## src/rtl/switch_debounce.sv

```systemverilog
// switch_debounce: input conditioning for 8 slide switches and 1 push button.
// Every raw pin passes through a 2-FF synchroniser and a per-channel stability
// counter. A channel output only follows the pin after the synchronised level
// has differed from it for STABLE_COUNT consecutive cycles.
//
// Ports:
//   Clk      - system clock; all state updates on the rising edge
//   Rst      - synchronous, active-high reset
//   SwIn     - raw switch pins, SwIn[i] = switch i
//   BtnIn    - raw button pin, 1 = pressed
//   SwDb     - debounced switch levels
//   BtnDb    - debounced button level
//   BtnPress - one-cycle pulse after BtnDb rises (BTN_PULSE_EN builds only)
//
// Build option: define BTN_PULSE_EN to build the press-pulse edge detector.
// Without it, BtnPress is tied to 0.
//
// Parameters:
//   CNT_WIDTH    - width of each stability counter
//   STABLE_COUNT - cycles a changed level must persist; 1 <= STABLE_COUNT < 2**CNT_WIDTH

// One debounce channel: synchroniser, stability counter, registered level.
module switch_debounce_chan #(
  parameter int CNT_WIDTH    = 16,
  parameter int STABLE_COUNT = 50000
) (
  input  logic clk,
  input  logic rst,
  input  logic pin,
  output logic q
);
  localparam logic [CNT_WIDTH-1:0] LAST = CNT_WIDTH'(STABLE_COUNT - 1);

  logic                 s1, s2;
  logic [CNT_WIDTH-1:0] cnt;

  // cnt counts consecutive mismatch cycles; it is cleared on every match and
  // whenever q updates, so it never passes LAST.
  always_ff @(posedge clk) begin
    if (rst) begin
      s1  <= 1'b0;
      s2  <= 1'b0;
      cnt <= '0;
      q   <= 1'b0;
    end else begin
      s1 <= pin;
      s2 <= s1;
      if (s2 == q) begin
        cnt <= '0;
      end else if (cnt == LAST) begin
        q   <= s2;
        cnt <= '0;
      end else begin
        cnt <= cnt + CNT_WIDTH'(1);
      end
    end
  end
endmodule

module switch_debounce #(
  parameter int CNT_WIDTH    = 16,
  parameter int STABLE_COUNT = 50000
) (
  input  logic       Clk,
  input  logic       Rst,
  input  logic [7:0] SwIn,
  input  logic       BtnIn,
  output logic [7:0] SwDb,
  output logic       BtnDb,
  output logic       BtnPress
);
  localparam int NUM_CH = 9;

  // Channels 0..7 are the switches, channel 8 is the button.
  logic [NUM_CH-1:0] pin, q;

  assign pin = {BtnIn, SwIn};

  generate
    for (genvar i = 0; i < NUM_CH; i++) begin : g_ch
      switch_debounce_chan #(
        .CNT_WIDTH   (CNT_WIDTH),
        .STABLE_COUNT(STABLE_COUNT)
      ) u_ch (
        .clk(Clk),
        .rst(Rst),
        .pin(pin[i]),
        .q  (q[i])
      );
    end
  endgenerate

  assign SwDb  = q[7:0];
  assign BtnDb = q[8];

`ifdef BTN_PULSE_EN
  logic btn_prev;

  // Pulse fires the cycle after BtnDb rises; release and hold give nothing.
  always_ff @(posedge Clk) begin
    if (Rst) begin
      btn_prev <= 1'b0;
      BtnPress <= 1'b0;
    end else begin
      btn_prev <= BtnDb;
      BtnPress <= BtnDb & ~btn_prev;
    end
  end
`else
  assign BtnPress = 1'b0;
`endif

endmodule

```

## config.mk

```make
export PLATFORM = sky130hd
export DESIGN_NAME = switch_debounce
export DESIGN_NICKNAME = d
export VERILOG_FILES = /design/src/rtl/switch_debounce.sv
export SDC_FILE = /design/constraint.sdc
export NUM_CORES = 1
export LEC_CHECK = 0
export CAP_MARGIN = 20
export CORE_UTILIZATION = 60
export CTS_CLUSTER_SIZE = 30
export DETAILED_ROUTE_END_ITERATION = 12
export PLACE_DENSITY = 0.81
export SLEW_MARGIN = 25
export SYNTH_ARGS = -nofsm -noshare
export SYNTH_HDL_FRONTEND = slang
export SYNTH_SLANG_ARGS = --single-unit
```

## constraint.sdc

```tcl
create_clock -name Clk -period 5.6 [get_ports Clk]
set_clock_uncertainty 0.05 [all_clocks]
set_input_delay 1.12 -clock Clk [delete_from_list [all_inputs] [get_ports Clk]]
set_output_delay 1.12 -clock Clk [all_outputs]
set_load 0.005 [all_outputs]
```

Word-level counts from Yosys, hierarchy flattened
Cells that the tools add are included.
{"block": "word_totals", "elab_cells": 90, "ff_bits": 171, "inputBits": 11}
{"block": "op_classes", "addsub": 9, "n_bitwise": 9, "n_reduce_logical": 18, "n_eq_ne": 18}
{"op": "16-bit by 1-bit adder with 16-bit output (second input constant)", "n": 9}
{"op": "16-bit equality test (second input constant)", "n": 9}
{"op": "3-bit OR reduction", "n": 9}
{"op": "2-bit AND reduction", "n": 9}
{"op": "1-bit equality test", "n": 9}
{"op": "1-bit inverter", "n": 9}

Depth between registers and ports, before layout
{"block": "depth", "ltp_word": 3, "depth_mapped": 7, "ltp_nobuf": 5}

Cells and area by module
Synthesis repeated with hierarchy kept, for this count alone.
{"block": "unflattened", "hier_cells": 785, "hier_area_um2": 7634.8}
{"module": "switch_debounce_chan", "cells_per_inst": 87, "seq_area_each_um2": 380.4, "area_per_inst_um2": 847.1, "instances": 9}
{"module": "switch_debounce", "cells_per_inst": 2, "seq_area_each_um2": 0.0, "area_per_inst_um2": 11.3, "instances": 1}

Worst setup path before layout
Ideal clock, no wire load.
{"block": "synth_path", "path_type": "input port to flip-flop", "start": "input Rst", "end": "register g_ch[5].u_ch.cnt[10]", "setup_slack_ns": 3.497, "stages": 5, "setup_time_ns": 0.128, "required_time_ns": 5.422, "arrival_time_ns": 1.925, "path_cell_list": "clkbuf_1 nor2_1 nand2_1 clkbuf_1 nor2_1"}
{"block": "synth_between", "elab_chain_cells": 1}
{"element": "from (decl)", "line": "65", "rtl": "input logic Rst,"}
{"element": "3-bit OR reduction (no line)"}
{"element": "to (signal assigned)", "line": "54", "rtl": "cnt <= cnt + CNT_WIDTH'(1);"}
{"element": "to (decl)", "line": "35", "rtl": "logic [CNT_WIDTH-1:0] cnt;"}
No other way between the ends.
A chain may end at the register's enable or synchronous reset.

Worst setup path after layout
{"block": "layout_path", "start": "register g_ch[7].u_ch.q", "end": "output SwDb[7]"}
{"element": "from (decl)", "line": "30", "rtl": "output logic q"}
{"element": "from (signal assigned)", "line": "44", "rtl": "q <= 1'b0;"}
{"element": "from (signal assigned)", "line": "51", "rtl": "q <= s2;"}
{"element": "to (decl)", "line": "68", "rtl": "output logic [7:0] SwDb,"}
No word-level cell between the ends.

==> summary.txt <==
Status
  • Status: complete, no violations

Setup path
  • CP max stage delay: 530 ps
  • Crit path kind: reg2out
  • Buffers and inverters on the worst path: 1
  • Worst setup EP type: primary output
  • Top delay family on crit path: buffers and inverters
  • Critical R2R Launch: g_ch[1].u_ch.cnt[0]$_SDFF_PP0_
  • Startpoint Class: flip-flop
  • Crit path DAT: 1350 ps
  • Slowest stage cell on the critical path: clkdlybuf4s50_1
  • CP cell instances: clkdlybuf4s50_1
  • Crit path required time: 4430 ps
  • Worst setup startpoint: g_ch[7].u_ch.q$_SDFFE_PP0P_
  • Worst-path maximum fanout: 3

Clocking
  • Deepest clock path buffer count: 2
  • CTS-repair resized insts: 0
  • Clk sink count: 171
  • Clk_lat worst skew: 420 ps
  • CTS Root Cell: clkbuf_16
  • Worst-path clk slew: 60 ps
  • TritonCTS clock tree: built
  • CTS Buf Count: 17
  • Max H-tree Level: 4
  • Post-CTS Setup Inserts: 0
  • Number of hold buffers added after CTS: 0

Logic synthesis
  • Ys flop type: dfxtp_1
  • Post-Syn Area: 7321 sq um
  • Gate Count Post-Synth: 819
  • Async SR Flop Fraction: 0%
  • EDFF count, synth: 0
  • Post-Syn Nets: 839
  • Seq/Total Area, Yosys: 46.76%
  • #FFs+latches synth: 171
  • Yosys warns: 0
  • Post-Syn Area per Cell: 8.939 sq um
  • Synth unique cells: 45

STA
  • Worst-margin pin slew: 755.0 ps
  • Relative slew slack: 49.67%
  • RSZ-0062 raised after global routing: false
  • Setup TNS: 0 ps
  • Final Cycle Share: 45.01%
  • Final count of hold timing violations: 0
  • Slew Limit Fails: 0
  • Hold Slack: 381.5 ps
  • Crit path time final: 2521 ps
  • # setup viols final: 0
  • Fmax: 396.7 MHz

Power
  • Seq pwr share: 51.4%
  • Internal: 1.888 mW
  • Pwr per Cell Area: 295.0 nW/um^2
  • Net Sw Frac: 21.06%
  • Static leakage: 2.401 nW
  • Worst vdd ir: 0.2782 mV
  • Switching power total: 0.5037 mW
  • Gate power share: 1.3%
  • Clk network pwr share: 47.4%

Layout
  • Most frequent cells in the layout: dfxtp_1, nor2_1, xnor2_1, nand3_1, nor4_1
  • Net count, final: 851
  • Commonest non-fill, non-tap cell in the layout: dfxtp_1
  • Fin cells: 987
  • Design Area, Final: 8107 sq um
  • Share of layout cells above drive strength 1: 5.213%
  • ANT cells: 0
  • Final core utilization: 69.51%
  • Area grow syn2layout: 10.73%

Floorplan
  • Die Y: 112.5 um
  • Rows: 39
  • Initial core utilization: 62.77%
  • Die X: 112.5 um
  • Die Area: 12650 sq um
  • Ports: 21
  • Core area: 11660 sq um

Global routing
  • Vias in the first global route: 5273
  • GR Overflow Total: 0
  • Largest net degree at the start of global routing: 43
  • Total Routing Usage GR: 22.57%
  • Initial antenna violation count: 0
  • Global-route wire length before repair: 23110 um

Detailed routing
  • Remaining antenna violation count: 0
  • Avg WL per Cell: 13.54 um
  • DRC errors left: 0
  • DR vias: 5590
  • Drt pass-1 iters: 5
  • Via/cell ratio: 5.664
  • Initial DRC Count: 320
  • Routed WL: 13370 um

Place
  • # port buffers: 19
  • GPL Wtd Cong: 0.8449
  • Hpwl dp: 8890 um
  • Placed Cells: 955
  • Cell Area, Placed: 7522 sq um

Job
  • Maxcap violations: 0

Min path
  • Min-delay src: g_ch[6].u_ch.s1$_SDFF_PP0_
  • Worst min path class: reg2reg
==> synthesized netlist by cell type (all sizes together), types with 2 or more instances <==
| cell type | n | share of area (%) |
|---|---|---|
| buf | 19 | 1.9 |
| or4 | 11 | 1.2 |
| nor3 | 34 | 2.3 |
| mux2i | 6 | 0.82 |
| and3 | 11 | 0.94 |
| nand3 | 48 | 3.3 |
| o21ai | 8 | 0.85 |
| nor2b | 20 | 1.7 |
| dfxtp | 171 | 47 |
| xnor2 | 110 | 13 |
| nand2 | 34 | 1.8 |
| nor2 | 166 | 8.5 |
| clkbuf | 7 | 0.36 |
| nand4 | 34 | 2.9 |
| nand2b | 2 | 0.17 |
| or3 | 7 | 0.60 |
| or4bb | 3 | 0.46 |
| nor4b | 2 | 0.24 |
| a21oi | 6 | 0.41 |
| nand3b | 2 | 0.21 |
| nand4b | 5 | 0.60 |
| ha | 9 | 1.5 |
| and4 | 3 | 0.36 |
| xor2 | 21 | 2.5 |
| nor4 | 39 | 3.4 |
| inv | 28 | 1.4 |
| nor4bb | 3 | 0.41 |
==> per-layer routing <==
metal  global-route usage [%]  up-vias  part of all wire, %
li1                         -     2819                    -
met1                    27.29     2657                   46
met2                    38.76      104                   50
met3                    6.048       10                  3.7
met4                    7.911        0                 0.89
met5                        0        -                    0
==> final cells by class <==
class	instances	area (sq um)
well taps	143	178.9
clock inverters	12	113.9
fillers	856	3556
inverters	28	105.1
repair buffers	19	185.2
flip-flops and latches	171	3423
multi-input cells	594	3633
clock buffers	20	466.7
==> cells by family (layout without fill, tap and decap cells) <==
logic type	Yosys count	in the layout	synth area share [%]
simple gates	430	430	29.89
flops	171	171	46.76
xor+xnor	131	131	15.67
buf+inv	54	79	3.658
compound gates	17	17	1.607
fa+ha+maj	9	9	1.538
mux	6	6	0.8204
other cells	1	1	0.05122
==> registers in the layout (all words and copies together), names as in the netlist <==
register       count
g_ch.u_ch.s2       9
g_ch.u_ch.s1       9
g_ch.u_ch.cnt    144
g_ch.u_ch.q        9
==> power groups by stage <==
stage                     registers (mW)  logic, mW  clock network [mW]
after floorplan                     1.25     0.0214                   0
after global placement              1.26     0.0291                   0
after detailed placement            1.26     0.0302                   0
after CTS                           1.23     0.0304                1.16
after global routing                1.23     0.0334                1.21
final                               1.23     0.0300                1.13
==> worst paths after layout <==
kind / to / slack, ps / cells after the start
worst max-delay path: SwDb[7] / 3080 / 1
worst min-delay path: g_ch[6].u_ch.s2$_SDFF_PP0_ / 380 / 1
worst max register to register: g_ch[1].u_ch.cnt[9]$_SDFF_PP0_ / 3410 / 5
worst min register to register: g_ch[6].u_ch.s2$_SDFF_PP0_ / 380 / 1
==> through the flow <==
stage               setup WS [ps]  power (mW)
global route                 3014       2.472
CTS                          3040       2.414
finish                       3079       2.391
global placement             2951       1.284
floorplan                    3497       1.276
detailed placement           2863       1.286
Note: power is estimated with default switching activity, not from simulation.
